[src/rtl/pwm_pkg.sv]
// Shared definitions for the multi-channel PWM fade controller.
// Contents: channel mode encoding, breathe-direction encoding, a percent-of-period
// helper for the breathe floor/ceiling, and a parameter legality predicate.
package pwm_pkg;

  typedef enum logic [1:0] {
    MODE_OFF     = 2'd0,
    MODE_STATIC  = 2'd1,
    MODE_BREATHE = 2'd2,
    MODE_FULL    = 2'd3
  } mode_e;

  typedef enum logic {
    DIR_UP   = 1'b0,
    DIR_DOWN = 1'b1
  } dir_e;

  // Integer floor of period*pct/100, done in 64 bits so large periods cannot overflow.
  function automatic int unsigned pct_of(input int unsigned period, input int unsigned pct);
    logic [63:0] prod;
    prod = 64'(period) * 64'(pct);
    return 32'(prod / 64'd100);
  endfunction

  // True when the parameter set describes a legal controller.
  function automatic bit params_ok(input int unsigned cnt_w,
                                   input int unsigned period,
                                   input int unsigned n_ch,
                                   input int unsigned min_pct,
                                   input int unsigned max_pct,
                                   input int unsigned step_periods,
                                   input int unsigned stagger);
    bit ok;
    ok = 1'b1;
    if (cnt_w < 1 || cnt_w > 31)                   ok = 1'b0;
    if (period < 2)                                ok = 1'b0;
    if (64'(period) >= (64'd1 << cnt_w))           ok = 1'b0;
    if (n_ch < 1)                                  ok = 1'b0;
    if (min_pct >= max_pct || max_pct > 100)       ok = 1'b0;
    if (step_periods < 1)                          ok = 1'b0;
    if (stagger > 1)                               ok = 1'b0;
    return ok;
  endfunction

endpackage

[src/rtl/pwm_fade_ramp.sv]
// Shared triangular breathe ramp bouncing between LO and HI.
// Ports:
//   clk, rst_n     clock, async active-low reset
//   tick_i         period boundary while enabled
//   ramp_o         registered ramp value
//   dir_o          registered ramp direction
//   ramp_nxt_c_o   combinational value the ramp takes at this edge (for duty latching)
module pwm_fade_ramp
  import pwm_pkg::*;
#(
  parameter int unsigned CNT_W        = 16,
  parameter int unsigned LO           = 0,
  parameter int unsigned HI           = 1,
  parameter int unsigned STEP         = 1,
  parameter int unsigned STEP_PERIODS = 1
) (
  input  logic             clk,
  input  logic             rst_n,
  input  logic             tick_i,
  output logic [CNT_W-1:0] ramp_o,
  output dir_e             dir_o,
  output logic [CNT_W-1:0] ramp_nxt_c_o
);

  localparam int unsigned PS_W   = (STEP_PERIODS > 1) ? $clog2(STEP_PERIODS) : 1;
  localparam logic [CNT_W:0] LO_W   = (CNT_W+1)'(LO);
  localparam logic [CNT_W:0] HI_W   = (CNT_W+1)'(HI);
  localparam logic [CNT_W:0] STEP_W = (CNT_W+1)'(STEP);
  localparam logic [PS_W-1:0] PS_LAST = PS_W'(STEP_PERIODS - 1);

  logic [PS_W-1:0]  ps_q, ps_d;
  logic [CNT_W-1:0] ramp_q, ramp_d;
  dir_e             dir_q, dir_d;
  logic             upd;
  logic [CNT_W:0]   up_sum;
  logic [CNT_W:0]   dn_lim;

  assign upd = tick_i && (ps_q == PS_LAST);

  // State registers.
  always_ff @(posedge clk or negedge rst_n) begin
    if (!rst_n) begin
      ps_q   <= '0;
      ramp_q <= CNT_W'(LO);
      dir_q  <= DIR_UP;
    end else begin
      ps_q   <= ps_d;
      ramp_q <= ramp_d;
      dir_q  <= dir_d;
    end
  end

  // Prescaler and direction FSM; comparisons carry one extra bit so ramp+STEP cannot wrap.
  always_comb begin
    ps_d   = ps_q;
    ramp_d = ramp_q;
    dir_d  = dir_q;
    up_sum = {1'b0, ramp_q} + STEP_W;
    dn_lim = LO_W + STEP_W;
    if (tick_i) begin
      ps_d = upd ? '0 : ps_q + 1'b1;
    end
    if (upd) begin
      if (dir_q == DIR_UP) begin
        if (up_sum >= HI_W) begin
          ramp_d = CNT_W'(HI);
          dir_d  = DIR_DOWN;
        end else begin
          ramp_d = up_sum[CNT_W-1:0];
        end
      end else begin
        if ({1'b0, ramp_q} <= dn_lim) begin
          ramp_d = CNT_W'(LO);
          dir_d  = DIR_UP;
        end else begin
          ramp_d = ramp_q - CNT_W'(STEP);
        end
      end
    end
  end

  assign ramp_o       = ramp_q;
  assign dir_o        = dir_q;
  assign ramp_nxt_c_o = ramp_d;

endmodule

[src/rtl/pwm_fade_multi.sv]
// Multi-channel PWM generator for the LED bank: one shared period counter, N_CH
// comparators, per-channel OFF/STATIC/BREATHE/FULL, optional phase staggering.
// Duty values are double-buffered and only change at the period boundary.
// Ports:
//   clk, rst_n   clock, async active-low reset
//   en           1 = run, 0 = freeze counter/ramp and force outputs low
//   mode         2 bits per channel (pwm_pkg::mode_e)
//   duty_in      CNT_W bits per channel, STATIC duty in clk cycles
//   pwm_out      registered PWM outputs
//   ramp_val     current shared breathe ramp value
//   period_tick  registered pulse in the cycle after cnt == PERIOD-1
module pwm_fade_multi
  import pwm_pkg::*;
#(
  parameter int unsigned CNT_W        = 16,
  parameter int unsigned PERIOD       = 50_000,
  parameter int unsigned N_CH         = 8,
  parameter int unsigned MIN_PCT      = 1,
  parameter int unsigned MAX_PCT      = 70,
  parameter int unsigned STEP         = 1,
  parameter int unsigned STEP_PERIODS = 1,
  parameter int unsigned STAGGER      = 1
) (
  input  logic                    clk,
  input  logic                    rst_n,
  input  logic                    en,
  input  logic [2*N_CH-1:0]       mode,
  input  logic [N_CH*CNT_W-1:0]   duty_in,
  output logic [N_CH-1:0]         pwm_out,
  output logic [CNT_W-1:0]        ramp_val,
  output logic                    period_tick
);

  localparam int unsigned LO = pct_of(PERIOD, MIN_PCT);
  localparam int unsigned HI = pct_of(PERIOD, MAX_PCT);
  localparam int unsigned PH = (STAGGER != 0) ? (PERIOD / N_CH) : 0;
  localparam logic [CNT_W-1:0] PERIOD_C = CNT_W'(PERIOD);
  localparam logic [CNT_W-1:0] LAST_C   = CNT_W'(PERIOD - 1);
  localparam logic [CNT_W:0]   PERIOD_W = (CNT_W+1)'(PERIOD);

  if (!params_ok(CNT_W, PERIOD, N_CH, MIN_PCT, MAX_PCT, STEP_PERIODS, STAGGER)) begin : g_param_check
    $error("pwm_fade_multi: illegal parameter combination");
  end

  logic [CNT_W-1:0] cnt_q, cnt_d;
  logic             boundary;
  logic             tick_q;
  logic [N_CH-1:0]  pwm_q, pwm_d;
  logic [CNT_W-1:0] ramp_q;
  logic [CNT_W-1:0] ramp_nxt;
  dir_e             ramp_dir_unused;

  assign boundary = en && (cnt_q == LAST_C);

  // Shared period counter, held while disabled.
  always_comb begin
    cnt_d = cnt_q;
    if (en) begin
      cnt_d = (cnt_q == LAST_C) ? '0 : cnt_q + 1'b1;
    end
  end

  always_ff @(posedge clk or negedge rst_n) begin
    if (!rst_n) begin
      cnt_q  <= '0;
      tick_q <= 1'b0;
      pwm_q  <= '0;
    end else begin
      cnt_q  <= cnt_d;
      tick_q <= boundary;
      pwm_q  <= pwm_d;
    end
  end

  pwm_fade_ramp #(
    .CNT_W        (CNT_W),
    .LO           (LO),
    .HI           (HI),
    .STEP         (STEP),
    .STEP_PERIODS (STEP_PERIODS)
  ) u_ramp (
    .clk          (clk),
    .rst_n        (rst_n),
    .tick_i       (boundary),
    .ramp_o       (ramp_q),
    .dir_o        (ramp_dir_unused),
    .ramp_nxt_c_o (ramp_nxt)
  );

  // Per-channel duty buffer, phase offset and comparator.
  for (genvar i = 0; i < int'(N_CH); i++) begin : g_ch
    localparam int unsigned OFFS = i * PH;

    logic [CNT_W-1:0] duty_ch;
    logic [1:0]       mode_ch;
    logic [CNT_W-1:0] duty_src;
    logic [CNT_W-1:0] duty_act_q, duty_act_d;
    logic [CNT_W:0]   ph_sum;
    logic [CNT_W-1:0] ph;

    assign duty_ch = duty_in[CNT_W*i +: CNT_W];
    assign mode_ch = mode[2*i +: 2];

    // Source sampled at the boundary; BREATHE takes the post-update ramp value.
    always_comb begin
      duty_src = '0;
      case (mode_e'(mode_ch))
        MODE_OFF:     duty_src = '0;
        MODE_STATIC:  duty_src = (duty_ch > PERIOD_C) ? PERIOD_C : duty_ch;
        MODE_BREATHE: duty_src = ramp_nxt;
        MODE_FULL:    duty_src = PERIOD_C;
        default:      duty_src = '0;
      endcase
      duty_act_d = boundary ? duty_src : duty_act_q;
    end

    always_ff @(posedge clk or negedge rst_n) begin
      if (!rst_n) duty_act_q <= '0;
      else        duty_act_q <= duty_act_d;
    end

    // OFFS < PERIOD, so a single conditional subtract wraps the phase.
    assign ph_sum   = {1'b0, cnt_q} + (CNT_W+1)'(OFFS);
    assign ph       = (ph_sum >= PERIOD_W) ? CNT_W'(ph_sum - PERIOD_W) : CNT_W'(ph_sum);
    assign pwm_d[i] = en && (ph < duty_act_q);
  end

  assign pwm_out     = pwm_q;
  assign ramp_val    = ramp_q;
  assign period_tick = tick_q;

endmodule

[config.mk]
export PLATFORM = sky130hd
export DESIGN_NAME = pwm_fade_multi
export DESIGN_NICKNAME = d
export VERILOG_FILES = /design/src/rtl/pwm_pkg.sv /design/src/rtl/pwm_fade_ramp.sv /design/src/rtl/pwm_fade_multi.sv
export SDC_FILE = /design/constraint.sdc
export NUM_CORES = 1
export LEC_CHECK = 0
export BUFFER_PORTS_ARGS = -buffer_cell sky130_fd_sc_hd__buf_2
export CORE_AREA = 5 5 253 255
export DETAILED_ROUTE_END_ITERATION = 10
export DIE_AREA = 0 0 258 260
export GPL_ROUTABILITY_DRIVEN = 0
export GPL_TIMING_DRIVEN = 1
export HOLD_SLACK_MARGIN = 0.06
export PLACE_DENSITY = 0.45
export SYNTH_ARGS = -nofsm -noshare
export SYNTH_HDL_FRONTEND = slang
export SYNTH_HIERARCHICAL = 1
export SYNTH_SLANG_ARGS = --single-unit
[constraint.sdc]
create_clock -name clk -period 5.8 [get_ports clk]
set_input_delay 1.74 -clock clk [delete_from_list [all_inputs] [get_ports clk]]
set_output_delay 1.74 -clock clk [all_outputs]
set_load 0.01 [all_outputs]
# Word level (Yosys, flattened, before mapping)

Cells that the tools add are included.

Register bits after elaboration: 171
Input bits: 147
Output and inout bits: 25
Word-level logic and storage cells: 136

Add/subtract/negate cells: 19
$lt $le $gt $ge: 26
Eq/ne operators: 25
Mux-type cells: 33
Bitwise gates (word level): 1
Reduce and logical (&&, ||, !) cells: 18

Operators by type and width:

| operator                                                                              | count |
|---|---|
| 16-bit case mux with 4 select lines                                                   | 8 |
| 16-bit two-way mux                                                                    | 21 |
| 17-bit by 16-bit greater-or-equal comparator with 1-bit output, second input constant | 8 |
| 16-bit > comparator, second input constant                                            | 8 |
| 16-bit < comparator                                                                   | 8 |
| 16-bit subtractor, second input constant                                              | 8 |
| 16-bit by 15-bit adder with 17-bit output, second input constant                      | 3 |
| 16-bit by 16-bit adder with 17-bit output, second input constant                      | 2 |
| 2-bit equality test, second input constant                                            | 16 |
| 16-bit by 1-bit adder with 17-bit output, second input constant                       | 1 |
| 16-bit by 13-bit adder with 17-bit output, second input constant                      | 1 |
| 16-bit by 14-bit adder with 17-bit output, second input constant                      | 1 |
| 16-bit by 1-bit adder with 16-bit output, second input constant                       | 1 |
| 16-bit equality test, second input constant                                           | 1 |
| 2-bit by 1-bit equality test with 1-bit output, second input constant                 | 8 |
| 16-bit greater-or-equal comparator, second input constant                             | 1 |
| 16-bit by 9-bit <= comparator with 1-bit output, second input constant                | 1 |
| 2-bit logical NOT                                                                     | 8 |
| 16-bit by 1-bit subtractor with 16-bit output, second input constant                  | 1 |
| 1-bit logical AND                                                                     | 10 |
| 1-bit two-way mux                                                                     | 4 |
| 1-bit adder, second input constant                                                    | 1 |
| 1-bit inverter                                                                        | 1 |

# Depth between registers and ports, before layout

Gate-level depths: netlist of run 1.

Depth after elaboration: 6
Mapped depth: 20
Depth with buffers taken out: 18

# Modules after synthesis

Netlist of run 1, hierarchy kept.

Modules (own cells, without submodules):

| module         | instances | cells each | area each (µm²) | sequential area each (µm²) |
|---|---|---|---|---|
| pwm_fade_multi | 1         | 1968       | 15154.5         | 3828.7 |
| pwm_fade_ramp  | 1         | 239        | 1871.8          | 457.9 |

# Worst setup path before layout of run 1

No wires, ideal clock.

Path type: in2reg
Start: input en
End: register g_ch[7].duty_act_q[14]
Setup time: 0.083 ns
Data arrival time: 4.013 ns
Data required time: 5.717 ns
Setup slack: 1.705 ns
Stages: 14
Path buffers: 3
Cell sequence: and3_1 > clkbuf_1 > nand2_1 > nor2_1 > nor2b_1 > clkbuf_1 > nand3_1 > nor3_1 > o22ai_1 > o31ai_2 > buf_1 > a21oi_1 > or3_1 > o21ai_0

Longest elaborated chain between the ends: 4

Ends and longest elaborated chain:

| item                                | line                  | text |
|---|---|---|
| from (decl)                         | pwm_fade_multi.sv:26  | `input logic en,` |
| 1-bit logical AND                   | pwm_fade_multi.sv:53  | `assign boundary = en && (cnt_q == LAST_C);` |
| net boundary                        | pwm_fade_multi.sv:46  | `logic boundary;` |
| 1-bit logical AND                   | pwm_fade_ramp.sv:38   | `assign upd = tick_i && (ps_q == PS_LAST);` |
| 16-bit two-way mux                  | pwm_fade_ramp.sv:63   | `if (upd) begin` |
| net ramp_nxt[14]                    | pwm_fade_multi.sv:50  | `logic [CNT_W-1:0] ramp_nxt;` |
| 16-bit case mux with 4 select lines | pwm_fade_multi.sv:107 | `case (mode_e'(mode_ch))` |
| to (signal assigned)                | pwm_fade_multi.sv:119 | `else duty_act_q <= duty_act_d;` |
| to (decl)                           | pwm_fade_multi.sv:97  | `logic [CNT_W-1:0] duty_act_q, duty_act_d;` |

The timed path passes the listed nets, and every way through them passes these cells.
A chain may end at the register's enable or synchronous reset.

# Worst setup path in the final report of run 1

Start: register cnt_q[2]
End: register pwm_q[6], in the netlist pwm_out[6]

Longest elaborated chain between the ends: 5
Elaborated cells between the ends (all ways): 6
Classes of those cells: 2 x add/sub; 2 x order compare; 1 x mux; 1 x reduce/logical

Ends and longest elaborated chain:

| item                                                                                                | line                  | text |
|---|---|---|
| from (decl)                                                                                         | pwm_fade_multi.sv:45  | `logic [CNT_W-1:0] cnt_q, cnt_d;` |
| from (signal assigned)                                                                              | pwm_fade_multi.sv:69  | `cnt_q <= cnt_d;` |
| 16-bit by 16-bit adder with 17-bit output *                                                         | pwm_fade_multi.sv:123 | `assign ph_sum = {1'b0, cnt_q} + (CNT_W+1)'(OFFS);` |
| 16-bit subtractor or 17-bit by 16-bit greater-or-equal comparator with 1-bit output (tied branches) | pwm_fade_multi.sv:124 | `assign ph = (ph_sum >= PERIOD_W) ? CNT_W'(ph_sum - PERIOD_W) : CNT_W'(ph_sum);` |
| 16-bit two-way mux *                                                                                | pwm_fade_multi.sv:124 |  |
| 16-bit < comparator *                                                                               | pwm_fade_multi.sv:125 | `assign pwm_d[i] = en && (ph < duty_act_q);` |
| 1-bit logical AND *                                                                                 | pwm_fade_multi.sv:125 |  |
| net pwm_d[6]                                                                                        | pwm_fade_multi.sv:48  | `logic [N_CH-1:0] pwm_q, pwm_d;` |
| to (signal assigned)                                                                                | pwm_fade_multi.sv:71  | `pwm_q <= pwm_d;` |
| to (decl)                                                                                           | pwm_fade_multi.sv:48  |  |

Mark *: on every way through the listed nets, which the timed path passes. The rest lies on a longest branch.

==> results of run 1 <==
==> logic make-up after synthesis <==
logic type	synth area share
AOI/OAI and AO/OA	0.273
xor gates and xnor gates	0.0870
adders and majority gates	0.112
buffers and inverters	0.0750
DFF	0.252
muxes	0.00720
and+or+nand+nor	0.195
==> per-stage QoR <==
stage                     std cells   util  setup WS (ns)
after floorplan                2207      -           1.70
after global placement         3072  0.305          0.816
after detailed placement       3072  0.305          0.768
after CTS                      3104  0.314          0.827
after global routing           3104  0.314          0.462
final                          3105  0.314          0.843
==> worst max-delay path by stage <==
stage / start / endpoint / slack, ns / cells after the start
detailed placement: en / g_ch[4].duty_act_q[4] / 0.77 / 14
floorplan: en / g_ch[7].duty_act_q[14] / 1.70 / 14
finish: cnt_q[2] / pwm_out[6] / 0.84 / 16
global route: cnt_q[2] / pwm_out[6] / 0.46 / 16
global placement: en / g_ch[6].duty_act_q[4] / 0.82 / 14
CTS: cnt_q[2] / pwm_out[6] / 0.83 / 16
==> synthesized netlist by cell type, types with 7 or more instances <==
cell type / n / area (um^2)
sky130_fd_sc_hd__a211o_1: 7 / 61.3
sky130_fd_sc_hd__a211oi_1: 11 / 82.6
sky130_fd_sc_hd__a21boi_0: 8 / 60.1
sky130_fd_sc_hd__a21o_1: 57 / 428
sky130_fd_sc_hd__a21oi_1: 133 / 666
sky130_fd_sc_hd__a22oi_1: 87 / 653
sky130_fd_sc_hd__a31o_2: 11 / 96.3
sky130_fd_sc_hd__a31oi_1: 16 / 100
sky130_fd_sc_hd__and2_1: 15 / 93.8
sky130_fd_sc_hd__and3_1: 16 / 100
sky130_fd_sc_hd__buf_1: 31 / 116
sky130_fd_sc_hd__buf_2: 26 / 130
sky130_fd_sc_hd__clkbuf_1: 85 / 319
sky130_fd_sc_hd__dfrtp_1: 165 / 4130
sky130_fd_sc_hd__ha_1: 152 / 1900
sky130_fd_sc_hd__inv_1: 166 / 623
sky130_fd_sc_hd__mux2i_1: 10 / 100
sky130_fd_sc_hd__nand2_1: 252 / 946
sky130_fd_sc_hd__nand2b_1: 26 / 163
sky130_fd_sc_hd__nand3_1: 39 / 195
sky130_fd_sc_hd__nand4_1: 40 / 250
sky130_fd_sc_hd__nor2_1: 135 / 507
sky130_fd_sc_hd__nor2b_1: 24 / 150
sky130_fd_sc_hd__nor3_1: 33 / 165
sky130_fd_sc_hd__nor3b_1: 16 / 120
sky130_fd_sc_hd__nor4_1: 15 / 93.8
sky130_fd_sc_hd__o211ai_1: 49 / 368
sky130_fd_sc_hd__o21a_1: 8 / 60.1
sky130_fd_sc_hd__o21ai_0: 217 / 1090
sky130_fd_sc_hd__o22ai_1: 7 / 43.8
sky130_fd_sc_hd__o41ai_1: 9 / 78.8
sky130_fd_sc_hd__or3_1: 22 / 138
sky130_fd_sc_hd__xnor2_1: 132 / 1160
sky130_fd_sc_hd__xor2_1: 34 / 298
==> critical path, stage by stage, from the launching register on <==
cell	delay (ns)
sky130_fd_sc_hd__dfrtp_1	0.56
sky130_fd_sc_hd__inv_1	0.46
sky130_fd_sc_hd__ha_1	0.42
sky130_fd_sc_hd__nand2_1	0.19
sky130_fd_sc_hd__xnor2_1	0.48
sky130_fd_sc_hd__a21oi_1	0.17
sky130_fd_sc_hd__o211ai_1	0.35
sky130_fd_sc_hd__a41oi_1	0.20
sky130_fd_sc_hd__o21ai_1	0.62
sky130_fd_sc_hd__a21oi_1	0.19
sky130_fd_sc_hd__xor2_1	0.26
sky130_fd_sc_hd__ha_1	0.29
sky130_fd_sc_hd__a21o_1	0.17
sky130_fd_sc_hd__a21o_1	0.17
sky130_fd_sc_hd__a21oi_1	0.14
sky130_fd_sc_hd__o21ai_0	0.08
sky130_fd_sc_hd__a21oi_1	0.13
==> sequential cells by signal (all words and copies together) (netlist names) <==
register,count
pwm_out,8
g_ch.duty_act_q,128
u_ramp/dir_o,1
period_tick,1
u_ramp/ramp_o,16
u_ramp/ps_q,1
cnt_q,16
==> layer usage <==
metal	GRT usage	up-vias
met5	0	-
met4	0.0623	0
met3	0.0292	84
met2	0.334	523
met1	0.263	8187
li1	-	8061
==> layout make-up <==
cell class,instances,area share
multi-input combinational,1716,0.597
inverter,169,0.0329
clock buffer,21,0.0244
timing repair buffer,226,0.0676
sequential,171,0.222
tap,790,0.0513
clock inverter,11,0.00429
antenna,1,0.000130
==> power by group <==
part	internal [mW]	switching [mW]	total [mW]
Sequential	1.23	0.161	1.39
Combinational	2.02	3.08	5.10
Clock	0.586	0.559	1.14
Total	3.84	3.80	7.64
==> summary.txt, run 1 <==
number of pins with negative max-slew slack in the final report: 0
cells after synthesis: 2,207
highest routed metal layer: met4
final critical-path share of the clock period: 0.855
unrepaired setup endpoints after global routing: false
setup-violating endpoint count in the final report: 0
Post-synth EDFFs: 0
number of nets in the finished design: 2,600
outcome: finished clean
via/cell ratio: 5.43
Post-CTS Setup Repair Bufs: 0
maximum fanout count along the critical path: 11
Max-Cap Viols: 0
Reg clk slew, reported paths: 0.07 ns
total power divided by cell area: 397 nW/um^2
async set-reset flop share out of synthesis: 1.00
global-route wire length before repair: 103,000 um
clk_lat worst skew: 0.50 ns
instance area at placement: 18,700 um^2
Hold Path Class: register to register
post-synthesis instance area: 17,000 um^2
Min-Delay Path Depth: 2
hold violation count in the final report: 0
CP arrival: 5.37 ns
share of layout cells above drive strength 1: 0.137
time the worst path needs with I/O delays and setup: 4.96 ns
antenna violations before repair: 1
worst clock skew on the final layout: 0.0166 ns
type of element launching the critical path: register
I/O Buffers: 171
yosys warns: 6
minimum hold slack: 0.483 ns
part of the Yosys area used for sequential elements: 0.252
reported leakage power: 8.22 nW
WL met1: 30,000 um
Antenna Violating Nets Remaining: 0
CTS tree: yes
number of iterations in the first detailed-routing pass: 6
detailed route wirelength on metal3: 3500 um
count of vias placed by the detailed router: 16,900
leading cell type in the layout, fill and taps excluded: sky130_fd_sc_hd__nand2_1
CTS root buf: sky130_fd_sc_hd__clkbuf_16
distinct cell type count of the synthesized netlist: 97
mean area per synthesized cell: 7.71 um^2
H-Tree Depth: 4
cells on worst reg2reg path: 16
overall global routing resource usage: 0.198
Remaining Overflow, GRT: 0
violation count after the first detailed-route iteration: 1,533
Critical Path RT: 6.22 ns
met2 wirelength from detailed routing: 32,600 um
maximum root-to-sink buffer count: 2
end of the worst register-to-register path: pwm_out[6]
startpoint of the lowest-slack hold path: g_ch[6].duty_act_q[13]
Post-Syn Nets: 2,506
launch point of the worst reg-to-reg path: cnt_q[2]
Initial Util: 0.277
placed wire-length estimate: 51,400 um
number of flip-flops and latches in the synthesized netlist: 171
final total power: 7.64 mW
Std-Cell Rows: 91
maximum number of pins on one net before global-route repair: 111
post-DR wirelength/cell: 21.9 um
number of buffers inserted by hold repair at cts: 0
nature of the critical path endpoint: register
most common flop cell mapped by yosys: sky130_fd_sc_hd__dfrtp_1
total area of multi-input combinational cells: 11,500 um^2
fmax: 202 MHz
commonest non-fill, non-tap cells in the layout: sky130_fd_sc_hd__nand2_1, sky130_fd_sc_hd__o21ai_0, sky130_fd_sc_hd__buf_2, sky130_fd_sc_hd__inv_1, sky130_fd_sc_hd__dfrtp_1
Post-Route Setup TNS: 0 ns
slew at the pin closest to its max-slew limit: 1.03 ns
TritonCTS sink count: 171
Critical Setup Path Class: register to register
Slew HR: 0.310
register-to-register setup slack: 0.84 ns
VDD IR max: 0.000311 V
Fillers: 6,601
number of global-route vias before repair: 16,600
area of the die: 67,100 um^2
number of design rule violations left after detail routing: 0
TritonCTS buffer count: 17
Core Box Area: 61,400 um^2
FF+latch area: 4290 um^2
total length of routed wires: 67,900 um
post-CTS sizing: 0
height of the chip: 260 um
overall die width: 258 um
Finished Cell Area: 19,300 um^2
growth of design area from synthesis to finish: 13.2%
# IOs: 172
Hold Path Sink: g_ch[6].duty_act_q[13]
Note: power is estimated with default switching activity, not from simulation.
==> run 2, diff against run 1 <==
--- a/config.mk
+++ b/config.mk
@@ -12,7 +12,7 @@
 export GPL_ROUTABILITY_DRIVEN = 0
 export GPL_TIMING_DRIVEN = 1
 export HOLD_SLACK_MARGIN = 0.06
-export PLACE_DENSITY = 0.45
+export PLACE_DENSITY = 0.46
 export SYNTH_ARGS = -nofsm -noshare
 export SYNTH_HDL_FRONTEND = slang
 export SYNTH_HIERARCHICAL = 1
==> constraint.sdc (replaced) <==
create_clock -name clk -period 4.4 [get_ports clk]
set_input_delay 1.32 -clock clk [delete_from_list [all_inputs] [get_ports clk]]
set_output_delay 1.32 -clock clk [all_outputs]
set_load 0.01 [all_outputs]
==> summary.txt, run 2 (synthesized netlist as in run 1, its figures left out) <==
outcome: finished clean
slowest CP cell: sky130_fd_sc_hd__dfrtp_1
clock network fraction of total power: 0.154 (+0.004)
portion of total power attributed to combinational logic: 0.680 (+0.012)
Max-Cap Viols: 0 (unchanged)
clk_lat worst skew: 0.49 ns (about the same)
kind of cell adding the most delay to the critical path: compound AO/OA/AOI/OAI gates
crit-path max cell delay: 0.38 ns (-0.24 ns)
number of buffers inserted by hold repair at cts: 0 (unchanged)
antenna fix cells: 0 (-1)
antenna violations before repair: 0 (-1)
number of pins with negative max-slew slack in the final report: 0 (unchanged)
worst clock skew on the final layout: 0.0158 ns (-0.000751 ns)
unrepaired setup endpoints after global routing: false
total length of routed wires: 68,200 um (+0.53%)
CP arrival: 4.54 ns (-0.83 ns)
Slew HR: 0.374 (+0.0638)
growth of design area from synthesis to finish: 17.3%
leading cell type in the layout, fill and taps excluded: sky130_fd_sc_hd__nand2_1
number of global-route vias before repair: 16,500 (-0.72%)
register-to-register setup slack: 0.25 ns (-0.59 ns)
via/cell ratio: 5.35 (-1.5%)
Critical Path RT: 4.79 ns (-1.43 ns)
Most common cell on crit path: sky130_fd_sc_hd__buf_4
area of the die: 67,100 um^2 (unchanged)
cell count after placement: 3,145 (+2.4%)
fmax: 241 MHz (+20%)
TritonCTS sink count: 171 (unchanged)
setup-violating endpoint count in the final report: 0 (unchanged)
violation count after the first detailed-route iteration: 1,401 (-8.6%)
total power divided by cell area: 526 nW/um^2 (+33%)
cells on worst reg2reg path: 18 (+2)
hold violation count in the final report: 0 (unchanged)
placed wire-length estimate: 53,700 um (+4.4%)
Switch Pwr: 5.04 mW (+33%)
Initial Util: 0.277 (unchanged)
minimum hold slack: 0.480 ns (-0.00246 ns)
Finished Cell Area: 20,000 um^2 (+3.7%)
Post-Route Setup TNS: 0 ns (unchanged)
maximum number of pins on one net before global-route repair: 65 (-41%)
final critical-path share of the clock period: 0.943 (+0.0879)
post-route setup slack: 0.253 ns (-0.590 ns)
height of the chip: 260 um (unchanged)
Hold Path Class: register to register
share of power burned in registers: 0.166 (-0.016)
slew at the pin closest to its max-slew limit: 0.937 ns (-0.0914 ns)
share of layout cells above drive strength 1: 0.168 (+0.0318)
chain of cells forming the critical path: buf_4, buf_4, ha_1, buf_4, a2111oi_4, nor2_1, nor3_2, nand2_1, a211o_1, a31o_2, a22oi_1, xnor2_1, ha_1, a21o_1, a21o_1, a21oi_1, o21ai_0, a21oi_1
# IOs: 172 (unchanged)
number of cells on the critical path: 18 (+2)
nature of the critical path endpoint: register
H-Tree Depth: 4 (unchanged)
total area of multi-input combinational cells: 11,600 um^2 (+0.57%)
instance area at placement: 19,300 um^2 (+3.1%)
Core Box Area: 61,400 um^2 (unchanged)
largest reg by FF count: g_ch.duty_act_q
Reg clk slew, reported paths: 0.07 ns (about the same)
overall die width: 258 um (unchanged)
pre-CTS setup slack: 0.125 ns (-0.644 ns)
flip-flop count of the largest register, all copies and words added: 128 (unchanged)
Remaining Overflow, GRT: 0 (unchanged)
TritonCTS buffer count: 17 (unchanged)
maximum fanout count along the critical path: 10 (-1)
time the worst path needs with I/O delays and setup: 4.15 ns (-0.810 ns)
Power Internal: 5.47 mW (+42%)
fraction of power spent switching nets: 0.479 (-0.0178)
FF+latch area: 4290 um^2 (unchanged)
type of element launching the critical path: register
number of iterations in the first detailed-routing pass: 6 (unchanged)
Fillers: 6,484 (-1.8%)
number of nets in the finished design: 2,674 (+2.8%)
post-DR wirelength/cell: 21.5 um (-1.8%)
CTS tree: yes
CTS root buf: sky130_fd_sc_hd__clkbuf_16
Non-Filler Instances: 3,178 (+2.4%)
startpoint of the lowest-slack hold path: g_ch[1].duty_act_q[13]
Antenna Violating Nets Remaining: 0 (unchanged)
launch point of the worst reg-to-reg path: cnt_q[4]
Critical Setup Path Class: register to register
Setup crit start: cnt_q[4]
Std-Cell Rows: 91 (unchanged)
count of vias placed by the detailed router: 17,000 (+0.87%)
Min-Delay Path Depth: 2 (unchanged)
commonest non-fill, non-tap cells in the layout: sky130_fd_sc_hd__nand2_1, sky130_fd_sc_hd__o21ai_0, sky130_fd_sc_hd__buf_2, sky130_fd_sc_hd__inv_1, sky130_fd_sc_hd__dfrtp_1
maximum root-to-sink buffer count: 2 (unchanged)
total buffers and inverters traversed by the critical path: 3 (+2)
I/O Buffers: 171 (unchanged)
global-route wire length before repair: 103,000 um (+0.62%)
overall global routing resource usage: 0.199 (+0.000612)
number of design rule violations left after detail routing: 0 (unchanged)
VDD IR max: 0.000410 V (+32%)
reported leakage power: 8.62 nW (+4.9%)
run 2: cell type report:
class,count,share of cell area
flip-flops and latches,171,0.215
repair buffers,300,0.0948
clock buffers,21,0.0236
clock inverters,11,0.00658
multi-input cells,1716,0.579
inverters,169,0.0319
well taps,790,0.0495
run 2: worst paths after layout:
kind | end
max reg2reg | pwm_out[2]
min in group asynchronous | cnt_q[14]
min reg2reg | g_ch[1].duty_act_q[13]
max | pwm_out[2]
min | g_ch[1].duty_act_q[13]
max in group asynchronous | u_ramp/ramp_o[5]
run 2: through the flow:
stage | total power, mW | utilization
CTS | 10.5 | 0.324
floorplan | 6.67 | -
global placement | 8.71 | 0.314
global route | 11.4 | 0.325
detailed placement | 8.80 | 0.314
finish | 10.5 | 0.325
run 2: repair_timing:
action	in CTS	in global routing
endpoints found under the setup margin	0	8
resized for setup	0	14
buffers inserted	0	1
run 2: power by group through the flow:
| stage | Combinational (mW) | Sequential (mW) | Clock [mW] |
|---|---|---|---|
| after global routing | 7.96 | 1.76 | 1.71 |
| after global placement | 6.94 | 1.77 | 0 |
| after floorplan | 4.95 | 1.72 | 0 |
| final | 7.14 | 1.75 | 1.62 |
| after CTS | 7.09 | 1.74 | 1.67 |
| after detailed placement | 7.03 | 1.77 | 0 |
run 2: routing by layer:
layer  vias up  GRT usage  share of wire
li1       8209          -              -
met1      8205      0.268           0.45
met2       488      0.334           0.47
met3        99     0.0250          0.044
met4         0     0.0595          0.028
met5         -          0              0
run 2: worst min-delay path, delay by kind of cell, from the launching register on:
kind             cells  cell delay (ns)
flip-flops           1             0.34
AO/OA/AOI/OAI        1             0.06
AND/OR/NAND/NOR      1             0.04
==> run 3, diff against run 2 <==
--- a/config.mk
+++ b/config.mk
@@ -6,13 +6,14 @@
 export NUM_CORES = 1
 export LEC_CHECK = 0
 export BUFFER_PORTS_ARGS = -buffer_cell sky130_fd_sc_hd__buf_2
-export CORE_AREA = 5 5 253 255
+export CORE_AREA = 5 5 181 183
 export DETAILED_ROUTE_END_ITERATION = 10
-export DIE_AREA = 0 0 258 260
+export DIE_AREA = 0 0 186 188
 export GPL_ROUTABILITY_DRIVEN = 0
 export GPL_TIMING_DRIVEN = 1
 export HOLD_SLACK_MARGIN = 0.06
-export PLACE_DENSITY = 0.46
+export PLACE_DENSITY = 0.79
+export RECOVER_POWER = 100
 export SYNTH_ARGS = -nofsm -noshare
 export SYNTH_HDL_FRONTEND = slang
 export SYNTH_HIERARCHICAL = 1
==> summary.txt, run 3 (synthesized netlist as in run 1, its figures left out) <==
slowest CP cell: sky130_fd_sc_hd__dfstp_1
cells on worst reg2reg path: 10 (-8)
total power divided by cell area: 537 nW/um^2 (+2.1%)
total buffers and inverters traversed by the critical path: 1 (-2)
Antenna Violating Nets Remaining: 0 (unchanged)
VDD IR max: 0.000425 V (+3.6%)
outcome: complete, but fails checks
height of the chip: 188 um (-28%)
minimum hold slack: 0.482 ns (+0.00180 ns)
setup-violating endpoint count in the final report: 0 (unchanged)
total area of multi-input combinational cells: 11,600 um^2 (+0.28%)
Initial Util: 0.548 (+0.271)
commonest non-fill, non-tap cells in the layout: sky130_fd_sc_hd__nand2_1, sky130_fd_sc_hd__o21ai_0, sky130_fd_sc_hd__dfrtp_1, sky130_fd_sc_hd__inv_1, sky130_fd_sc_hd__ha_1
violation count after the first detailed-route iteration: 1,938 (+38%)
nature of the critical path endpoint: register
# IOs: 172 (unchanged)
met2 wirelength from detailed routing: 26,200 um (-19%)
overall global routing resource usage: 0.319 (+0.120)
slew at the pin closest to its max-slew limit: 1.65 ns (+0.715 ns)
Reg clk slew, reported paths: 0.07 ns (about the same)
Core Box Area: 31,100 um^2 (-49%)
number of iterations in the first detailed-routing pass: 8 (+2)
number of buffers inserted by hold repair at cts: 0 (unchanged)
launch point of the worst reg-to-reg path: u_ramp/ramp_o[8]
antenna fix cells: 0 (unchanged)
placed wire-length estimate: 43,600 um (-19%)
number of global-route vias before repair: 17,000 (+3.3%)
maximum number of pins on one net before global-route repair: 111 (+71%)
Max-Cap Viols: 1 (+1)
number of cells on the critical path: 10 (-8)
share of layout cells above drive strength 1: 0.140 (-0.0288)
Min-Delay Path Depth: 2 (unchanged)
startpoint of the lowest-slack hold path: g_ch[1].duty_act_q[12]
worst clock skew on the final layout: 0.0122 ns (-0.00364 ns)
unrepaired setup endpoints after global routing: true
count of vias placed by the detailed router: 17,600 (+3.3%)
total length of routed wires: 57,000 um (-16%)
time the worst path needs with I/O delays and setup: 4.32 ns (+0.175 ns)
largest reg by FF count: g_ch.duty_act_q
number of nets in the finished design: 2,645 (-1.1%)
global-route wire length before repair: 89,800 um (-13%)
reported leakage power: 8.31 nW (-3.6%)
Critical Path RT: 4.76 ns (-0.03 ns)
Remaining Overflow, GRT: 0 (unchanged)
fmax: 231 MHz (-4.1%)
crit-path max cell delay: 0.86 ns (+0.48 ns)
chain of cells forming the critical path: nand4_1, nor4_1, and4_1, nor2_1, nand4bb_1, a21oi_2, o2bb2ai_1, clkbuf_1, a22oi_1, o21ai_0
CP arrival: 4.68 ns (+0.14 ns)
type of element launching the critical path: register
Fillers: 2,739 (-58%)
highest routed metal layer: met4
area of the die: 35,000 um^2 (-48%)
Slew HR: -0.102 (-0.476)
detailed route wirelength on metal3: 5850 um (+94%)
FF+latch area: 4290 um^2 (unchanged)
failing checks: max-capacitance violations, max-slew violations
post-DR wirelength/cell: 20.7 um (-3.8%)
TritonCTS sink count: 171 (unchanged)
flip-flop count of the largest register, all copies and words added: 128 (unchanged)
kind of cell adding the most delay to the critical path: simple AND/OR/NAND/NOR gates
maximum fanout count along the critical path: 15 (+5)
maximum root-to-sink buffer count: 2 (unchanged)
Hold Path Class: register to register
TritonCTS buffer count: 17 (unchanged)
antenna violations before repair: 0 (unchanged)
number of design rule violations left after detail routing: 0 (unchanged)
I/O Buffers: 171 (unchanged)
Std-Cell Rows: 65 (-29%)
growth of design area from synthesis to finish: 12.3%
CTS tree: yes
overall die width: 186 um (-28%)
Setup crit start: u_ramp/ramp_o[8]
Critical Setup Path Class: register to register
clk_lat worst skew: 0.45 ns (-0.04 ns)
number of pins with negative max-slew slack in the final report: 64 (+64)
via/cell ratio: 6.37 (+19%)
H-Tree Depth: 4 (unchanged)
cell count after placement: 2,724 (-13%)
leading cell type in the layout, fill and taps excluded: sky130_fd_sc_hd__nand2_1
CTS root buf: sky130_fd_sc_hd__clkbuf_16
final critical-path share of the clock period: 0.982 (+0.0398)
WL met1: 22,100 um (-29%)
Non-Filler Instances: 2,760 (-13%)
hold violation count in the final report: 0 (unchanged)
[run 3: where the power goes]
part           internal, mW  total (mW)  switching (mW)
clock                 0.791        1.51           0.714
combinational          2.85        7.00            4.14
sequential             1.63        1.76           0.137
total                  5.27        10.3            5.00
[run 3: tightest hold or removal path, delay by kind of cell (launching register included)]
family,cells,cell delay [ns]
AO/OA/AOI/OAI,1,0.06
flip-flops,1,0.34
AND/OR/NAND/NOR,1,0.05
[run 3: per-stage QoR]
step	instance area, um^2	setup WS [ns]	total power [mW]	utilization	setup TNS [ns]
floorplan	17000	0.396	6.67	-	0
global placement	18500	0.266	8.13	0.597	0
detailed placement	18500	0.0567	8.42	0.597	0
CTS	19100	0.0368	10.0	0.615	0
global route	19100	-0.0570	11.0	0.615	-0.135
finish	19100	0.0775	10.3	0.615	0
[run 3: area by class of cell]
class                           instances  share of cell area
Multi-Input combinational cell       1716               0.607
Sequential cell                       171               0.224
Timing Repair Buffer                  271              0.0799
Inverter                              169              0.0334
Tap cell                              402              0.0263
Clock buffer                           18              0.0225
Clock inverter                         13             0.00700
[run 3: layer usage]
metal / GRT usage / vias to the layer above
met4: 0.153 / 0
met5: 0 / -
met3: 0.0588 / 188
met1: 0.421 / 8279
li1: - / 8122
met2: 0.503 / 980
[run 3: what timing repair did]
action,in CTS,in global routing
gates resized for setup,0,32
setup buffers,0,5
endpoints found under the setup margin,0,7
[run 3: path summary, 6_finish.rpt]
check / end / slack [ns]
setup / recovery: g_ch[2].duty_act_q[3] / 0.08
hold / removal: g_ch[1].duty_act_q[12] / 0.48
setup reg to reg: g_ch[2].duty_act_q[3] / 0.08
hold reg to reg: g_ch[1].duty_act_q[12] / 0.48
max in group asynchronous: u_ramp/ramp_o[11] / 0.88
min in group asynchronous: g_ch[3].duty_act_q[8] / 1.29
